==> config.mk <==
export PLATFORM = sky130hd
export DESIGN_NAME = fib_seq_engine_flat
export DESIGN_NICKNAME = d
export VERILOG_FILES = /design/src/rtl/fib_seq_engine_if.sv /design/src/rtl/fib_seq_engine.sv /design/src/flat_wrapper.sv
export SDC_FILE = /design/constraint.sdc
export NUM_CORES = 1
export LEC_CHECK = 0
export BUFFER_PORTS_ARGS = -buffer_cell sky130_fd_sc_hd__buf_2
export CELL_PAD_IN_SITES_DETAIL_PLACEMENT = 0
export CELL_PAD_IN_SITES_GLOBAL_PLACEMENT = 1
export CORE_ASPECT_RATIO = 0.9
export CORE_MARGIN = 5
export CORE_UTILIZATION = 35
export DETAILED_ROUTE_END_ITERATION = 10
export PLACE_DENSITY_LB_ADDON = 0.1
export SYNTH_ARGS = -nofsm -noshare
export SYNTH_HDL_FRONTEND = slang
export SYNTH_SLANG_ARGS = --single-unit
export TNS_END_PERCENT = 20
==> constraint.sdc <==
create_clock -name clock -period 3 [get_ports clock]
set_clock_uncertainty 0.1 [all_clocks]
set_input_delay 0.6 -clock clock [delete_from_list [all_inputs] [get_ports clock]]
set_output_delay 0.6 -clock clock [all_outputs]
set_load 0.03 [all_outputs]
==> src/rtl/fib_seq_engine_if.sv <==
// ---------------------------------------------------------------------------
// fib_seq_engine_if
// Request/response bundle between a requester and the fib_seq_engine.
//
// Parameters
//   NW       width of the Fibonacci index n
//   WIDTH    width of the result y
//
// Signals
//   start     requester -> engine   request strobe (taken only while busy=0)
//   n         requester -> engine   Fibonacci index, latched on accepted start
//   busy      engine -> requester   computation in progress
//   done      engine -> requester   one-cycle pulse, y/overflow valid
//   y         engine -> requester   result F(n) (wrapped or saturated)
//   overflow  engine -> requester   true F(n) did not fit in WIDTH bits
//
// Modports
//   master    requester side (testbench / host)
//   slave     engine side
// ---------------------------------------------------------------------------
interface fib_seq_engine_if #(
   parameter int NW    = 8,
   parameter int WIDTH = 32
);

   logic             start;
   logic [NW-1:0]    n;
   logic             busy;
   logic             done;
   logic [WIDTH-1:0] y;
   logic             overflow;

   modport master (
      output start,
      output n,
      input  busy,
      input  done,
      input  y,
      input  overflow
   );

   modport slave (
      input  start,
      input  n,
      output busy,
      output done,
      output y,
      output overflow
   );

endinterface

==> src/rtl/fib_seq_engine.sv <==
// ---------------------------------------------------------------------------
// fib_seq_engine
// Iterative Fibonacci generator: one addition per clock, F(0)=0, F(1)=1.
// A request (start + n) accepted in IDLE runs n add steps in CALC and then
// completes on the following edge, presenting F(n) on y with a one-cycle
// done pulse and an overflow flag that is set iff the true F(n) >= 2^WIDTH.
//
// Timing: start sampled at edge k -> busy high after edges k..k+n,
// result and done registered on edge k+n+1 (seen by a sampler at k+n+2).
// A start presented while done is high is accepted, so back-to-back
// requests run with no dead cycle. start while busy is ignored.
//
// Parameters
//   NW       width of index input n
//   WIDTH    width of result y and of the internal accumulators
//
// Ports
//   clock    system clock, all logic on posedge
//   reset    synchronous, active-high; aborts any in-flight request
//   bus      fib_seq_engine_if.slave (start, n, busy, done, y, overflow)
//
// Build option
//   FIB_SATURATE_EN  when defined, an overflowing result is reported as
//                    all ones instead of the value modulo 2^WIDTH. The
//                    overflow flag, latency and handshake are unchanged.
// ---------------------------------------------------------------------------
module fib_seq_engine #(
   parameter int NW    = 8,
   parameter int WIDTH = 32
) (
   input  logic               clock,
   input  logic               reset,
   fib_seq_engine_if.slave    bus
);

   typedef enum logic [0:0] {
      IDLE = 1'b0,
      CALC = 1'b1
   } state_t;

   state_t           state_q, state_d;
   logic [NW-1:0]    cnt_q,   cnt_d;
   logic [WIDTH-1:0] a_q,     a_d;
   logic [WIDTH-1:0] b_q,     b_d;
   logic             ova_q,   ova_d;
   logic             ovb_q,   ovb_d;
   logic             busy_q,  busy_d;
   logic             done_q,  done_d;
   logic [WIDTH-1:0] y_q,     y_d;
   logic             ovf_q,   ovf_d;

   logic [WIDTH:0]   sum;
   logic [WIDTH-1:0] result;

   // One extra bit on the adder gives the carry that marks the first step
   // whose true sum no longer fits in WIDTH bits.
   assign sum = {1'b0, a_q} + {1'b0, b_q};

   // Value written to y on completion. a holds F(n) at that point; ova is
   // its sticky overflow (b already holds F(n+1) and must not be used).
`ifdef FIB_SATURATE_EN
   assign result = ova_q ? {WIDTH{1'b1}} : a_q;
`else
   assign result = a_q;
`endif

   // State and datapath register. Reset clears everything and drops any
   // request in flight without producing a result.
   always_ff @(posedge clock) begin
      if (reset) begin
         state_q <= IDLE;
         cnt_q   <= '0;
         a_q     <= '0;
         b_q     <= '0;
         ova_q   <= 1'b0;
         ovb_q   <= 1'b0;
         busy_q  <= 1'b0;
         done_q  <= 1'b0;
         y_q     <= '0;
         ovf_q   <= 1'b0;
      end else begin
         state_q <= state_d;
         cnt_q   <= cnt_d;
         a_q     <= a_d;
         b_q     <= b_d;
         ova_q   <= ova_d;
         ovb_q   <= ovb_d;
         busy_q  <= busy_d;
         done_q  <= done_d;
         y_q     <= y_d;
         ovf_q   <= ovf_d;
      end
   end

   // Next-state and datapath logic. Everything holds by default and done
   // drops by default, so done can only be high for the single cycle that
   // follows a completing edge.
   always_comb begin
      state_d = state_q;
      cnt_d   = cnt_q;
      a_d     = a_q;
      b_d     = b_q;
      ova_d   = ova_q;
      ovb_d   = ovb_q;
      busy_d  = busy_q;
      done_d  = 1'b0;
      y_d     = y_q;
      ovf_d   = ovf_q;

      case (state_q)
         IDLE: begin
            if (bus.start) begin
               cnt_d   = bus.n;
               a_d     = '0;
               b_d     = WIDTH'(1);
               ova_d   = 1'b0;
               ovb_d   = 1'b0;
               busy_d  = 1'b1;
               state_d = CALC;
            end
         end

         CALC: begin
            if (cnt_q != '0) begin
               // Slide the window (a,b) = (F(i),F(i+1)) one index forward.
               // The overflow flags slide with it; once set they stay set
               // for the rest of the request.
               a_d   = b_q;
               b_d   = sum[WIDTH-1:0];
               ova_d = ovb_q;
               ovb_d = ovb_q | ova_q | sum[WIDTH];
               cnt_d = cnt_q - NW'(1);
            end else begin
               y_d     = result;
               ovf_d   = ova_q;
               done_d  = 1'b1;
               busy_d  = 1'b0;
               state_d = IDLE;
            end
         end

         default: begin
            state_d = IDLE;
            busy_d  = 1'b0;
         end
      endcase
   end

   assign bus.busy     = busy_q;
   assign bus.done     = done_q;
   assign bus.y        = y_q;
   assign bus.overflow = ovf_q;

   // A completion always leaves the engine idle, and a completion can never
   // be immediately followed by another one.
   a_done_not_busy: assert property (@(posedge clock) disable iff (reset)
      done_q |-> !busy_q);
   a_done_single: assert property (@(posedge clock) disable iff (reset)
      done_q |=> !done_q);

endmodule

==> src/flat_wrapper.sv <==
// flat-port wrapper written by rule: the top's interface ports become plain ports
module fib_seq_engine_flat 
#(
   parameter int NW    = 8,
   parameter int WIDTH = 32
)
  (clock, reset, bus_start, bus_n, bus_busy, bus_done, bus_y, bus_overflow);
  fib_seq_engine_if #(.NW(NW), .WIDTH(WIDTH)) bus_i ();
  input  logic clock;
  input  logic reset;
  input wire logic [$bits(bus_i.start)-1:0] bus_start;
  input wire logic [$bits(bus_i.n)-1:0] bus_n;
  output wire logic [$bits(bus_i.busy)-1:0] bus_busy;
  output wire logic [$bits(bus_i.done)-1:0] bus_done;
  output wire logic [$bits(bus_i.y)-1:0] bus_y;
  output wire logic [$bits(bus_i.overflow)-1:0] bus_overflow;
  assign bus_i.start = bus_start;
  assign bus_i.n = bus_n;
  assign bus_busy = bus_i.busy;
  assign bus_done = bus_i.done;
  assign bus_y = bus_i.y;
  assign bus_overflow = bus_i.overflow;
  fib_seq_engine #(.NW(NW), .WIDTH(WIDTH)) u_core (.clock(clock), .reset(reset), .bus(bus_i));
endmodule
==> out/results.ini <==
[run_status]
status=finished clean

[final_layout]
layout.nets=702
final_core_util=0.413
multiInputGateArea_mm2=0.00298
area_growth_syn_to_layout_pct=14.9
drive_gt1_frac=0.144
register_area_mm2=0.00220
diodes=0
fillCellCount=1523

[worst_setup_path]
criticalPathCategory=reg2reg
critPathTopFamily=compound AO/OA/AOI/OAI gates
cp-startpoint=u_core.a_q[0]
worst-path-buf-inv=1
cp-end-kind=flop
max_stage_delay_ns=0.40
crit_fanout=5
critPathSlowestCell=fa_1
cp-start-kind=flop
critPathRequiredTime_ns=3.14
timing.rr.start=u_core.a_q[0]
crit_arrival_ns=3.01
path_cells=ha_1, inv_1, fa_1, nor2b_1, o2111ai_1, a21boi_2, a311oi_4, o21ai_4, a31o_1, nand2_1, a32o_1

[flow_run]
drv_cap=0

[route]
antenna_left=0
drc_errors=0
dr.pass1.iters=4
avgViaCountPerCell=5.14
drt-initial-drc-count=191
wl_um=12800
vias=4409
routedWlPerCell_um=14.9

[place]
portBuffers=45
place_hpwl_um=9040
gp_congestion=0.836

[die]
core_mm2=0.0149
dieArea_mm2=0.0178
start_util=0.359
die_x_um=140
fp-row-count=42
die_h_um=127
ios=46

[cts]
clock-sinks=110
path_clk_slew_ns=0.07
cts_hold_buffers=0
cts_buffers=9
clock_latency_ns=0.35
max-clock-path-buffers=2
cts_resized=0
cts_tree=yes
root_buffer=clkbuf_16
htree_levels=3
post-cts-setup-buffers=0

[synthesis]
avgSynthCellArea_um2=8.61
synth_top_area_frac=0.412
netlist_area_mm2=0.00535
synth_most_common_cell=nand2_1
synthArstFlopShare=0
yosys_most_used_dff=dfxtp_1
yosysUniqueCellTypes=66
yosys_warnings=0
synth_common_cells=nand2_1 (116), dfxtp_1 (110), a21oi_1 (65), o21ai_0 (35), ha_1 (34)
seq_area_frac_synth=0.412
synth_top_area_cell=dfxtp_1
ys_ff_latch=110
synth_nets=667
synth_area_leaders=dfxtp_1 (41%), nand2_1 (8.1%), ha_1 (8.0%)
synth_edf_count=0
synth_cells=621

[timing]
hold_viol_final=0
setup_violations=0
finalSetupTns_ns=0
fin_crit_ns=2.86
tightest_slew_ns=0.566
period_share=0.954
slew_violations=0
relSlewSlack=0.623
rsz0062_at_grt=yes
maxClockFrequency_mhz=349

[global_routing]
first_global_vias=4441
overflow=0
antenna_found_initial=0
grt_usage=0.147
grt_max_degree=56
grt_first_pass_wirelength_um=21800

[power_and_ir_drop]
irDropWorstVdd_uv=350
pwr_density_cell_mw_per_mm2=502
power_leakage_nw=2.50

[worst_hold_path]
hp-class=reg2reg
hp-start=u_core.bus.y[10]

==> routing by layer <==
layer	wire, um	up-vias	GRT usage
met1	6280	2068	0.189
met3	417	17	0.0392
met2	5880	43	0.242
met4	206	0	0.0467
met5	0	-	0
li1	-	2281	-
==> worst paths after layout <==
kind | endpoint | slack (ns) | cells after the start
worst min register to register | u_core.bus.y[10] | 0.35 | 2
worst max-delay path | u_core.b_q[30] | 0.14 | 11
worst min-delay path | u_core.bus.y[10] | 0.35 | 2
worst max register to register | u_core.b_q[30] | 0.14 | 11
==> placed cells by master (no fill, tap or decap), types with 4 or more instances in the layout <==
cell type and instances:
nand2_1 116, dfxtp_1 110, a21oi_1 65, buf_2 45, o21ai_0 35, ha_1 34
nor2_1 32, a22o_1 30, xor2_1 14, buf_4 14, a21o_1 13, xnor2_1 11
inv_1 9, nand3_1 9, clkbuf_16 9, nor2b_1 7, nor3_1 7, a211oi_1 7
a22oi_1 7, and2_1 6, nand4_1 6, o22ai_1 4
==> area by class of cell <==
class | instances | area share
Multi-Input combinational cell | 466 | 0.486
Sequential cell | 110 | 0.359
Timing Repair Buffer | 60 | 0.0571
Clock buffer | 12 | 0.0418
Tap cell | 198 | 0.0404
Clock inverter | 3 | 0.0110
Inverter | 9 | 0.00550
==> cells by family (layout without fill, tap and decap cells) <==
| kind of cell | Yosys count | count (layout) | share of synthesized area |
|---|---|---|---|
| simple gates | 205 | 205 | 0.172 |
| compound gates | 201 | 201 | 0.257 |
| flops | 110 | 110 | 0.412 |
| buf+inv | 45 | 84 | 0.0349 |
| fa+ha+maj | 35 | 35 | 0.0833 |
| xor+xnor | 25 | 25 | 0.0410 |
==> worst register-to-register path, stage by stage, from the launching register on <==
cell and delay, ns:
dfxtp_1 0.37, ha_1 0.19, inv_1 0.06, fa_1 0.40, nor2b_1 0.18, o2111ai_1 0.20, a21boi_2 0.28, a311oi_4 0.16
o21ai_4 0.29, a31o_1 0.23, nand2_1 0.06, a32o_1 0.25
==> report_power, final <==
part | internal [W] | switching, W
Clock | 0.000774 | 0.000531
Sequential | 0.00148 | 0.0000202
Combinational | 0.0000854 | 0.000189
Total | 0.00234 | 0.000741
==> flip-flops by register name (all words and copies together), names as in the netlist <==
register	count
u_core.bus.overflow	1
u_core.ova_q	1
u_core.bus.busy	1
u_core.bus.y	32
u_core.b_q	32
u_core.a_q	32
u_core.ovb_q	1
u_core.cnt_q	8
u_core.bus.done	1
u_core.state_q	1
==> per-stage QoR <==
step	total power [W]	area, um2	instances	hold slack, ns	setup slack, ns
CTS	0.00314	6120	858	0.354	0.0339
floorplan	0.00172	5350	621	0.343	0.369
global route	0.00323	6140	858	0.373	-0.0453
finish	0.00308	6140	858	0.351	0.138
detailed placement	0.00182	5800	843	0.344	0.0479
global placement	0.00181	5800	843	0.338	0.146
Power figures use the tool's default switching activity.
